==> src/rtl/mux_4to1.sv <==
// 4:1 multiplexer with a combinational output and a registered, valid-qualified copy.
module mux_4to1 #(
  parameter int unsigned WIDTH = 1
) (
  input  logic             clk,
  input  logic             rst,
  input  logic [1:0]       sel,
  input  logic [WIDTH-1:0] d0,
  input  logic [WIDTH-1:0] d1,
  input  logic [WIDTH-1:0] d2,
  input  logic [WIDTH-1:0] d3,
  input  logic             in_valid,
  output logic [WIDTH-1:0] y,
  output logic [WIDTH-1:0] y_q,
  output logic [1:0]       sel_q,
  output logic             out_valid
);

  // Select one data input; an unknown select yields all-X rather than a silent pick.
  always_comb begin
    y = {WIDTH{1'bx}};
    case (sel)
      2'b00:   y = d0;
      2'b01:   y = d1;
      2'b10:   y = d2;
      2'b11:   y = d3;
      default: y = {WIDTH{1'bx}};
    endcase
  end

  // Capture the selected value on valid input; hold otherwise, valid pulses one cycle.
  always_ff @(posedge clk) begin
    if (rst) begin
      y_q       <= '0;
      sel_q     <= 2'b00;
      out_valid <= 1'b0;
    end else if (in_valid) begin
      y_q       <= y;
      sel_q     <= sel;
      out_valid <= 1'b1;
    end else begin
      out_valid <= 1'b0;
    end
  end

endmodule

==> config.mk <==
export PLATFORM = sky130hd
export DESIGN_NAME = mux_4to1
export DESIGN_NICKNAME = d
export VERILOG_FILES = /design/src/rtl/mux_4to1.sv
export SDC_FILE = /design/constraint.sdc
export NUM_CORES = 1
export LEC_CHECK = 0
export ABC_AREA = 1
export CAP_MARGIN = 30
export CELL_PAD_IN_SITES_DETAIL_PLACEMENT = 1
export CELL_PAD_IN_SITES_GLOBAL_PLACEMENT = 2
export CORE_AREA = 2 2 39 41
export CTS_BUF_LIST = sky130_fd_sc_hd__clkbuf_4
export DETAILED_ROUTE_END_ITERATION = 16
export DIE_AREA = 0 0 41 43
export PLACE_DENSITY_LB_ADDON = 0.2
export SLEW_MARGIN = 20
export SYNTH_ARGS = -nofsm -noshare
export SYNTH_HDL_FRONTEND = slang
export SYNTH_SLANG_ARGS = --single-unit
==> constraint.sdc <==
create_clock -name clk -period 1.3 [get_ports clk]
set_input_delay 0.13 -clock clk [delete_from_list [all_inputs] [get_ports clk]]
set_output_delay 0.13 -clock clk [all_outputs]
set_load 0.02 [all_outputs]
# [Word level (Yosys, flattened, before mapping)]
# Cells that the tools add are included.
[totals] output_inout_bits=5 wordCells=9 ff_bits=4 input_bits=9
[classes] n_eq_ne=3 n_mux=2 n_reduce_logical=1
[op_table] cell="$eq A2 B2 Y1 const B" n=2
[op_table] cell="$pmux W1 S4" n=1
[op_table] cell="$eq A2 B1 Y1 const B" n=1
[op_table] cell="$logic_not A2 Y1" n=1
[op_table] cell="$mux W1" n=1

# [Logic depth before layout (Yosys ltp)]
[depth] depth_word=2 mapped_depth=5 ltp_nobuf=5

# [Least setup slack after synthesis]
# OpenSTA, ideal clock, no wires.
[synth_timing] kind="register to register" startpoint="register sel_q[1] (netlist name)" endpoint="register sel_q[1]" setup_ps=86 required_time_ps=1214 slack_ps=590 t_arrival_ps=624 path_buffers=0 period_less_slack_ps=710 path_stages_with_launch=3 cell_sequence="dfxtp_1 > nor2_1 > a211oi_1"
[synth_rtl] item="end signal, assigned" line="39" source="sel_q <= sel;"
[synth_rtl] item="end, declared" line="15" source="output logic [1:0] sel_q,"

# [Worst setup path in the final report]
[layout_timing] startpoint="register out_valid" endpoint="output port out_valid"
[layout_rtl] item="start, declared" line="16" source="output logic out_valid"
[layout_rtl] item="start signal, assigned" line="36" source="out_valid <= 1'b0;"
[layout_rtl] item="start signal, assigned" line="40" source="out_valid <= 1'b1;"
[layout_rtl] item="start signal, assigned" line="42" source="out_valid <= 1'b0;"
# No word-level cell between the ends.

==> results.txt <==
Final setup viols -> 0
clk root buf -> clkbuf_4
Setup Skew -> 0 ns
Pint -> 0.2849 mW
class of the worst hold path -> register to register
vias in the first global route -> 221
worst setup path end -> out_valid
unrepaired setup endpoints after global routing -> no
# hold bufs at CTS -> 0
TritonCTS buffer count -> 3
Clock power frac -> 0.407
Vias -> 214
H-tree depth -> 1
die area -> 1763 um2
CP Launch Type -> register
I/O pin cnt -> 14
I/O Buffers -> 13
ant diodes -> 0
DP Cell Count -> 54
synthesized area -> 162.7 um2
first-pass GRT wire length -> 683 um
worst-path cell chain -> clkdlybuf4s50_1
initial core utilization -> 0.1175
Filler Cell Count -> 172
CP peak stage delay -> 0.59 ns
GPL Wtd Cong -> 0.5745
largest net degree at the start of global routing -> 8
CP bufs+invs -> 1
insertion delay to the later sink of the worst-skew pair -> 0.23 ns
area occupied by multi-input gates -> 67.56 um2
Seq cells post-synth -> 4
Sw Ratio -> 0.2432
FF/Latch Area -> 80.08 um2
# Post-CTS Setup Buffers -> 0
PwrDens -> 1056 nW/um2
Logic pwr share -> 0.234
Die Span X -> 41 um
Synth Area per Inst -> 7.393 um2
max cap viols -> 0
worst r2r src -> y_q
Flop pwr share -> 0.359
status -> finished, final reports clean
reg2reg setup slack -> 0.71 ns
RR Endpoint -> y_q
switching power -> 0.09155 mW
Clock Path Buffers -> 2
Site Rows -> 14
Detailed Route WL -> 498 um
vias per cell -> 3.754
Post-Layout Cell Count -> 57
Area growth, synth to finish -> 119.2%
final instance area -> 356.6 um2
Sink Count -> 4
DRC errors left -> 0
Core Util, Final -> 0.2577
Worst VDD drop -> 0.2494 mV
critical path's top delay family -> buffers and inverters
GRT Residual Overflow -> 0
leakage -> 0.1945 nW
Max transition margin -> 0.8326
DRT iter0 DRCs -> 0
DR WL/cell -> 8.737 um
GRT Util Overall -> 0.06212
First-pass DRT Iterations -> 1
Reg clk slew, reported paths -> 0.04 ns
Core ar. -> 1384 um2
sequential share of the synthesized area -> 0.4923
Cells after Synth -> 22
Worst Hold Depth -> 2
crit path kind -> register to output port
CTS tree -> built
maximum clock rate -> 802.9 MHz
initial antenna violation count -> 0
layout cells sized above 1 -> 0.1707
slowest CP cell -> clkdlybuf4s50_1
Setup crit start -> out_valid
die height -> 43 um
Routed Antenna Nets -> 0
endpoints failing hold -> 0
number of cells on the critical path -> 1
Yosys cell types -> 8
Critical Path RT -> 1.17 ns
Nets -> 52
Worst Max-Slew Pin Slew -> 0.2503 ns
Crit path arrival time -> 1.12 ns
Critical Path Sink Type -> output port
fin crit share -> 0.9580
Register-to-Register Path Depth -> 2
final worst path period need -> 1.245 ns
area post-placement -> 335.3 um2
Slew Limit Fails -> 0
critical path fanouts, max -> 1
Post-DP HPWL -> 423.1 um
Syn Nets -> 31
Ys Warns -> 0
-- cell type report --
type | instances | area share
Sequential cell | 4 | 0.2246
Inverter | 4 | 0.04211
Multi-Input combinational cell | 14 | 0.1895
Timing Repair Buffer | 16 | 0.4246
Clock buffer | 3 | 0.06316
Tap cell | 16 | 0.05614
-- cell usage after synthesis --
library cell,n,area (um2)
dfxtp_1,4,80.08
inv_1,4,15.01
a211oi_1,2,15.01
nand2_1,5,18.77
nor2_1,3,11.26
a21oi_1,1,5.000
nand3_1,2,10.01
o21bai_1,1,7.510
-- worst min path at each step --
stage | startpoint | end
after floorplan | rst | out_valid
after global placement | sel_q[0] | sel_q[0]
after detailed placement | sel_q[0] | sel_q[0]
after CTS | sel_q[0] | sel_q[0]
after global routing | sel_q[1] | sel_q[1]
final | sel_q[0] | sel_q[0]
-- metrics by stage --
stage               hold WS (ns)  total power, mW  setup TNS (ns)  worst slack (ns)
global route              0.5146           0.3934               0          0.004723
detailed placement        0.4752           0.2322         -0.3632           -0.3632
finish                    0.4748           0.3764               0           0.05455
global placement          0.4726           0.2303         -0.3373           -0.3373
floorplan                 0.2012           0.1692               0            0.5905
CTS                       0.4776           0.3881               0          0.002279
-- cells by family (layout without fill, tap and decap cells) --
group,after synthesis,in the layout,synth area share
AOI/OAI and AO/OA,4,4,0.1692
and+or+nand+nor,10,10,0.2462
buffers and inverters,4,23,0.09228
DFF,4,4,0.4923
-- what timing repair did --
item,in CTS,in global routing
pin swaps,0,0
resized for setup,5,2
setup endpoints to repair,2,2
-- placed cells by master, fill, tap and decap left out, drive strengths merged --
cell type	count
a211oi	2
a21oi	1
buf	4
clkbuf	3
clkdlybuf4s50	9
dfxtp	4
dlygate4sd2	1
dlymetal6s2s	2
inv	4
nand2	5
nand3	2
nor2	3
o21bai	1
-- sequential cells by signal, indices dropped and copies added, names as in the netlist --
register / flops
out_valid: 1
sel_q: 2
y_q: 1
-- routing by layer --
layer,global-route usage,part of all wire
met1,0.04473,0.34
met2,0.1031,0.56
met3,0,0.072
met4,0.1000,0.032
met5,0,0
-- power by group through the flow --
stage	combinational [mW]	sequential (mW)	clock (mW)
after floorplan	0.0214	0.148	0
after global placement	0.0932	0.137	0
after detailed placement	0.0949	0.137	0
after CTS	0.0906	0.135	0.162
after global routing	0.0947	0.136	0.163
final	0.0881	0.135	0.153
Power figures use the tool's default switching activity.
